File: config.mk
export PLATFORM = sky130hd
export DESIGN_NAME = sha2_schedule_gen
export DESIGN_NICKNAME = d
export VERILOG_FILES = /design/src/rtl/sha2_pkg.sv /design/src/rtl/sha2_sigma.sv /design/src/rtl/sha2_schedule_gen.sv
export SDC_FILE = /design/constraint.sdc
export NUM_CORES = 2
export LEC_CHECK = 0
export ABC_AREA = 1
export BUFFER_PORTS_ARGS = -buffer_cell sky130_fd_sc_hd__buf_2
export CORE_MARGIN = 2
export CORE_UTILIZATION = 45
export DETAILED_ROUTE_END_ITERATION = 16
export PLACE_DENSITY = 0.68
export SYNTH_ARGS = -nofsm -noshare
export SYNTH_HDL_FRONTEND = slang
export SYNTH_SLANG_ARGS = --single-unit
File: constraint.sdc
create_clock -name clk -period 3.5 [get_ports clk]
set_input_delay 0.175 -clock clk [delete_from_list [all_inputs] [get_ports clk]]
set_output_delay 0.175 -clock clk [all_outputs]
set_load 0.05 [all_outputs]
File: src/rtl/sha2_pkg.sv
// Shared SHA-2 message-schedule constants: round counts, sigma rotate/shift
// amounts for SHA-256 and SHA-512, and the schedule generator state type.
package sha2_pkg;

    localparam int ROUNDS_256 = 64;
    localparam int ROUNDS_512 = 80;

    // sigma0 = ROTR(a) ^ ROTR(b) ^ SHR(s)
    localparam int S0_ROT_A_32 = 7;
    localparam int S0_ROT_B_32 = 18;
    localparam int S0_SHR_32   = 3;
    localparam int S1_ROT_A_32 = 17;
    localparam int S1_ROT_B_32 = 19;
    localparam int S1_SHR_32   = 10;

    localparam int S0_ROT_A_64 = 1;
    localparam int S0_ROT_B_64 = 8;
    localparam int S0_SHR_64   = 7;
    localparam int S1_ROT_A_64 = 19;
    localparam int S1_ROT_B_64 = 61;
    localparam int S1_SHR_64   = 6;

    typedef enum logic {
        ST_IDLE = 1'b0,
        ST_RUN  = 1'b1
    } sched_state_t;

    function automatic int rounds_for(input int word_w);
        return (word_w == 64) ? ROUNDS_512 : ROUNDS_256;
    endfunction

endpackage

File: src/rtl/sha2_sigma.sv
// Combinational SHA-2 small sigma: sel=0 gives sigma0, sel=1 gives sigma1.
module sha2_sigma
    import sha2_pkg::*;
#(
    parameter int WORD_W = 32
) (
    input  logic              sel,
    input  logic [WORD_W-1:0] x,
    output logic [WORD_W-1:0] y
);

    localparam int R0A = (WORD_W == 64) ? S0_ROT_A_64 : S0_ROT_A_32;
    localparam int R0B = (WORD_W == 64) ? S0_ROT_B_64 : S0_ROT_B_32;
    localparam int H0  = (WORD_W == 64) ? S0_SHR_64   : S0_SHR_32;
    localparam int R1A = (WORD_W == 64) ? S1_ROT_A_64 : S1_ROT_A_32;
    localparam int R1B = (WORD_W == 64) ? S1_ROT_B_64 : S1_ROT_B_32;
    localparam int H1  = (WORD_W == 64) ? S1_SHR_64   : S1_SHR_32;

    function automatic logic [WORD_W-1:0] rotr(input logic [WORD_W-1:0] v, input int r);
        return (v >> r) | (v << (WORD_W - r));
    endfunction

    always_comb begin
        y = '0;
        if (sel)
            y = rotr(x, R1A) ^ rotr(x, R1B) ^ (x >> H1);
        else
            y = rotr(x, R0A) ^ rotr(x, R0B) ^ (x >> H0);
    end

endmodule

File: src/rtl/sha2_schedule_gen.sv
// SHA-2 message schedule generator: loads a 16-word block and streams
// W_0..W_{ROUNDS-1} with valid/ready flow control, one word per cycle.
module sha2_schedule_gen
    import sha2_pkg::*;
#(
    parameter int WORD_W = 32
) (
    input  logic                   clk,
    input  logic                   reset,
    input  logic                   blk_valid,
    output logic                   blk_ready,
    input  logic [16*WORD_W-1:0]   blk_data,
    output logic                   w_valid,
    input  logic                   w_ready,
    output logic [WORD_W-1:0]      w_data,
    output logic [6:0]             w_index,
    output logic                   w_last,
    input  logic                   abort
);

    localparam int ROUNDS = rounds_for(WORD_W);
    localparam logic [6:0] LAST_IDX = 7'(ROUNDS - 1);

    sched_state_t state_q, state_d;
    logic [15:0][WORD_W-1:0] window;
    logic [6:0]              idx_q;
    logic [WORD_W-1:0]       s0, s1, w_new;
    logic                    load, hs;

    sha2_sigma #(.WORD_W(WORD_W)) u_sigma0 (.sel(1'b0), .x(window[1]),  .y(s0));
    sha2_sigma #(.WORD_W(WORD_W)) u_sigma1 (.sel(1'b1), .x(window[14]), .y(s1));

    assign w_new     = s1 + window[9] + s0 + window[0];
    assign blk_ready = (state_q == ST_IDLE);
    assign w_valid   = (state_q == ST_RUN);
    assign w_data    = window[0];
    assign w_index   = idx_q;
    assign w_last    = w_valid && (idx_q == LAST_IDX);
    assign load      = blk_ready && blk_valid;
    assign hs        = w_valid && w_ready && !abort;

    always_comb begin
        state_d = state_q;
        case (state_q)
            ST_IDLE: if (load) state_d = ST_RUN;
            ST_RUN: begin
                // abort wins over a coincident handshake
                if (abort)            state_d = ST_IDLE;
                else if (hs && w_last) state_d = ST_IDLE;
            end
            default: state_d = ST_IDLE;
        endcase
    end

    always_ff @(posedge clk) begin
        if (reset) begin
            state_q <= ST_IDLE;
            window  <= '0;
            idx_q   <= '0;
        end else begin
            state_q <= state_d;
            if (load) begin
                // M0 sits in the top bits of blk_data and becomes window[0]
                for (int i = 0; i < 16; i++)
                    window[i] <= blk_data[(15-i)*WORD_W +: WORD_W];
                idx_q <= '0;
            end else if (hs) begin
                window <= {w_new, window[15:1]};
                idx_q  <= idx_q + 7'd1;
            end
        end
    end

endmodule

Yosys cells after proc, flatten, opt, wreduce, memory -nomap -nowiden
Index checks and enable logic that the tools add are counted.
{"block": "word_totals", "reg_bits": 520, "word_cells": 46}
{"block": "op_classes", "add_sub_neg": 4, "n_mux": 6, "n_bitwise": 9, "reduce_logical": 8, "n_eq_ne": 1}
{"cell": "two-way mux 512 bit", "count": 2}
{"cell": "adder 32 bit", "count": 3}
{"cell": "XOR 32 bit", "count": 2}
{"cell": "bitwise OR 13 x 32 -> 32 bit", "count": 1}
{"cell": "bitwise OR 14 x 32 -> 32 bit", "count": 1}
{"cell": "bitwise OR 15 x 32 -> 32 bit", "count": 1}
{"cell": "bitwise OR 25 x 32 -> 32 bit", "count": 1}
{"cell": "XOR 32 x 22 -> 32 bit", "count": 1}
{"cell": "XOR 32 x 29 -> 32 bit", "count": 1}
{"cell": "adder 7 x 1 -> 7 bit (second input constant)", "count": 1}
{"cell": "== test 7 x 6 -> 1 bit (second input constant)", "count": 1}
{"cell": "logical AND 1 bit", "count": 5}
{"cell": "two-way mux 1 bit", "count": 3}
{"cell": "case mux 1 bit (2 select lines)", "count": 1}
{"cell": "nonzero test 2 bit", "count": 1}
{"cell": "OR reduction 2 bit", "count": 1}
{"cell": "zero test 1 bit", "count": 1}
{"cell": "NOT 1 bit", "count": 1}

Longest topological paths before layout
{"block": "depth", "ltp_word": 8, "ltp_mapped": 21, "depth_no_buf": 20}

Cells and area by module
From an unflattened synthesis, not the netlist that was laid out.
{"block": "unflattened", "cells_unflattened": 4580, "hier_area_um2": 30491.7}
{"mod": "sha2_schedule_gen", "n_inst": 1, "seq_area_each_um2": 10410.0, "cells_per_inst": 3675, "area_each_um2": 26375.3}
{"mod": "sha2_sigma (u_sigma1)", "n_inst": 1, "seq_area_each_um2": 0.0, "cells_per_inst": 453, "area_each_um2": 2067.0}
{"mod": "sha2_sigma (u_sigma0)", "n_inst": 1, "seq_area_each_um2": 0.0, "cells_per_inst": 452, "area_each_um2": 2049.5}

Worst setup path before layout
Ideal clock, no wire load.
{"block": "synth_path", "kind": "register -> register", "startpoint": "register window[51] in the netlist's numbering", "endpoint": "register window[509] in the netlist's numbering", "stages_incl_launch_ff": 19, "t_arrival_ns": 3.071, "setup_time_ns": 0.132, "setup_slack_ns": 0.297, "cell_sequence": "dfxtp_1 xnor2_1 xor2_1 fa_1 fa_1 inv_1 ha_1 inv_1 fa_1 inv_1 nand3_1 nand3_1 nand3_1 nand3_1 nand2_1 nand3_1 nand3_1 nand2_1 a21oi_1"}
{"block": "synth_via", "elab_chain_len": 7, "elab_cells_between_ends": 8, "classes_between": "2 x add/sub; 2 x mux; 4 x bitwise"}
{"item": "start, declared", "line": "sha2_schedule_gen.sv:25", "text": "logic [15:0][WORD_W-1:0] window;"}
{"item": "start signal, assigned by index", "line": "sha2_schedule_gen.sv:65", "text": "window[i] <= blk_data[(15-i)*WORD_W +: WORD_W];"}
{"item": "start signal, assigned", "line": "sha2_schedule_gen.sv:68", "text": "window <= {w_new, window[15:1]};"}
{"item": "bitwise OR 14 x 32 -> 32 bit or bitwise OR 25 x 32 -> 32 bit (tied branches)", "line": "sha2_sigma.sv:20", "text": "return (v >> r) | (v << (WORD_W - r));"}
{"item": "XOR 32 bit", "line": "sha2_sigma.sv:28", "text": "y = rotr(x, R0A) ^ rotr(x, R0B) ^ (x >> H0);"}
{"item": "XOR 32 x 29 -> 32 bit (*)", "line": "sha2_sigma.sv:28"}
{"item": "adder 32 bit (*) (2 in a row)", "line": "sha2_schedule_gen.sv:33", "text": "assign w_new = s1 + window[9] + s0 + window[0];"}
{"item": "two-way mux 512 bit (*)", "line": "sha2_schedule_gen.sv:67", "text": "end else if (hs) begin"}
{"item": "two-way mux 512 bit (*)", "line": "sha2_schedule_gen.sv:62", "text": "if (load) begin"}
Mark *: on every way between the ends. The rest lies on a longest branch, timed or not. The select of a mux whose other input is x is not followed.
A chain may end at the register's enable or synchronous reset.

Worst setup path in the final report
{"block": "layout_path", "startpoint": "register window[44] in the netlist's numbering", "endpoint": "register window[495] in the netlist's numbering"}
{"block": "layout_via", "elab_chain_len": 7}
{"item": "bitwise OR 25 x 32 -> 32 bit", "line": "sha2_sigma.sv:20"}
{"item": "XOR 32 bit", "line": "sha2_sigma.sv:28"}
{"item": "XOR 32 x 29 -> 32 bit (*)", "line": "sha2_sigma.sv:28"}
{"item": "adder 32 bit (*) (2 in a row)", "line": "sha2_schedule_gen.sv:33"}
{"item": "two-way mux 512 bit (*)", "line": "sha2_schedule_gen.sv:67"}
{"item": "two-way mux 512 bit (*)", "line": "sha2_schedule_gen.sv:62"}
Marks and branches as above.

==> flow_summary.toml <==
[logic_synthesis]
ys.flop_type = "dfxtp_1"
syn-num-nets = 4383
synthCells = 3772
avgSynthCellArea_sq_um = 7.26
synth_warnings = 0
synth_cell_types = 34
async_flop_share_pct = 0
seq_area_frac_synth_pct = 38.0
netlist_area_sq_mm = 0.0274
ys_ff_latch = 520
synth_edf_count = 0

[clock_tree]
cts_tree = "yes"
numCtsBuffers = 55
root_buffer = "clkbuf_16"
cts_sinks = 520
cts.clk_slew.worst_paths_ns = 0.06
cts.path.max_buffers = 3
clk_latency_ns = 0.63
htreeDepth = 2

[detailed_routing]
drt_wl_total_um = 119000
drtIter0Drc = 3601
via_per_inst = 5.62
drtPass1Iterations = 9
post_drt_wl_per_cell_um = 21.7
ant_nets = 0
num_vias = 30900
route.detailed.drc = 0

[die]
core_sq_mm = 0.0602
ios = 559
start_util_pct = 45.4
rows = 90
die_area_sq_mm = 0.0628
die_h_um = 251
die_width_um = 251

[global_route]
grt_overflow = 0
grt_pass1_wl_um = 174000
grt_pass1_vias = 29200
grt_max_degree = 200
antenna_found_initial = 6
grt_usage_pct = 36.3

[layout]
final-instance-count-excl-fill = 5497
area_growth_pct = 40.5
fin_nets = 5278
layout_commonest_cell = "nand2_1"
final_cell_mix = "nand2_1, buf_2, dlygate4sd3_1, dfxtp_1, nor2_1"
final_util_pct = 63.8
layout-drive-gt1-share_pct = 19.9

[sta]
skew_ns = 0.0299
slew_violations = 0
hold_violations = 0
fmax_mhz = 297
setup_violations = 0
fin_crit_ns = 3.37
holdWs_ns = 0.0244
relSlewSlack_pct = 13.1
period_share_pct = 96.2
tightest_slew_ns = 1.30

[critical_path]
worst_ep_required_time_ns = 4.03
cp-start-kind = "flip-flop"
critPathKind = "reg -> reg"
arrival_ns = 3.90
setup.worst_path.end_class = "flip-flop"
path_max_fanout = 4

[place]
hpwl_um = 81100
place_inst = 4885
port_buffers = 558
gp_congestion = 0.944

[pwr]
vdd_drop_max_mv = 0.371
power_density_mw_per_mm2 = 630
cellLeakagePower_nw = 16.4

[flow_run]
cap_violations = 0

[status]
status = "complete, no violations"

[hold_path]
hp-class = "in -> reg"
## path summary, 6_finish.rpt
kind | startpoint | endpoint | slack (ns) | cells past startpoint
worst max-delay path | window[44] | window[495] | 0.13 | 17
worst min-delay path | blk_data[27] | window[507] | 0.02 | 5
worst max register to register | window[44] | window[495] | 0.13 | 17
worst min register to register | window[511] | window[511] | 0.46 | 2
## where the power goes
part	internal (mW)	total (mW)	switching, mW	leakage (nW)
logic	4.52	11.0	6.48	11.1
clock network	3.53	6.12	2.59	0.901
registers	6.57	7.12	0.551	4.31
## through the flow
stage / setup WS [ns] / instance area (sq um) / total power [mW] / TNS (ns)
2_1_floorplan: 0.297 / 27400 / 12.5 / 0
3_3_place_gp: -0.188 / 30700 / 16.1 / -1.48
3_5_place_dp: -0.154 / 30700 / 16.1 / -1.05
4_1_cts: 0.000650 / 37700 / 22.7 / 0
5_1_grt: -0.0604 / 38500 / 25.5 / -0.284
6_report: 0.133 / 38500 / 24.2 / 0
## cell families (layout without fill, tap and decap cells)
logic type | after synthesis | in the layout | synth area share (%)
XOR/XNOR | 134 | 134 | 4.29
AND/OR/NAND/NOR | 1686 | 1686 | 23.5
adder cells (fa/ha/maj) | 94 | 94 | 6.00
AO/OA/AOI/OAI | 728 | 728 | 18.7
buffers and inverters | 610 | 1547 | 9.47
other | 0 | 6 | 0
flip-flops | 520 | 520 | 38.0
## sequential cells by signal (all words and copies together), names as in the netlist
name,flops
window,480
w_data,32
w_index,7
w_valid,1
## cell type report
| cell class | instances | area, sq um |
|---|---|---|
| Inverter | 259 | 1010 |
| Clock inverter | 24 | 315 |
| Fill cell | 5018 | 21800 |
| Tap cell | 782 | 978 |
| Timing Repair Buffer | 1189 | 8970 |
| Clock buffer | 75 | 1540 |
| Antenna cell | 6 | 15.0 |
| Multi-Input combinational cell | 2642 | 15200 |
| Sequential cell | 520 | 10500 |
## worst max-delay path, stage by stage, from the launching register on
cell and delay (ns):
dfxtp_2 0.34, buf_4 0.16, xnor2_2 0.18, xor2_1 0.22, fa_1 0.46, fa_1 0.51, inv_1 0.07, ha_4 0.30
nand2_2 0.09, nor2_1 0.09, nand2_1 0.09, nand3_2 0.10, nand2_1 0.07, nand2_2 0.08, buf_6 0.12, xor2_4 0.15
nand2_1 0.07, a31oi_1 0.19
## layer usage
layer  routed length [um]  global-route usage (%)  share of wire, %
met1                48500                    48.2                41
met2                52200                    55.7                44
met3                10800                    6.28               9.1
met4                 7740                    20.9               6.5
met5                   19                       0             0.016
## cells in the mapped netlist (all sizes together), types with 5 or more instances
library cell  number  area share [%]
a31oi            162             3.7
xnor2             60             1.9
buf              158             3.2
nand2           1251              17
ha                32             1.5
nor2             375             5.2
nand3             45            0.84
o21bai             5            0.14
inv              259             3.6
fa                62             4.5
xor2              74             2.4
a21oi             44            0.80
clkbuf           193             2.7
dfxtp            520              38
a311oi           332              11
o21ai            183             3.3
nor3               5           0.091
## what timing repair did
item / 4_1_cts / 5_1_grt
hold buffers: 502 / 0
endpoints found under the setup margin: 21 / 26
hold endpoints to repair: 503 / 0
resized for setup: 21 / 168
pin swaps: 3 / 52
setup buffers: 0 / 6
Power figures use the tool's default switching activity.
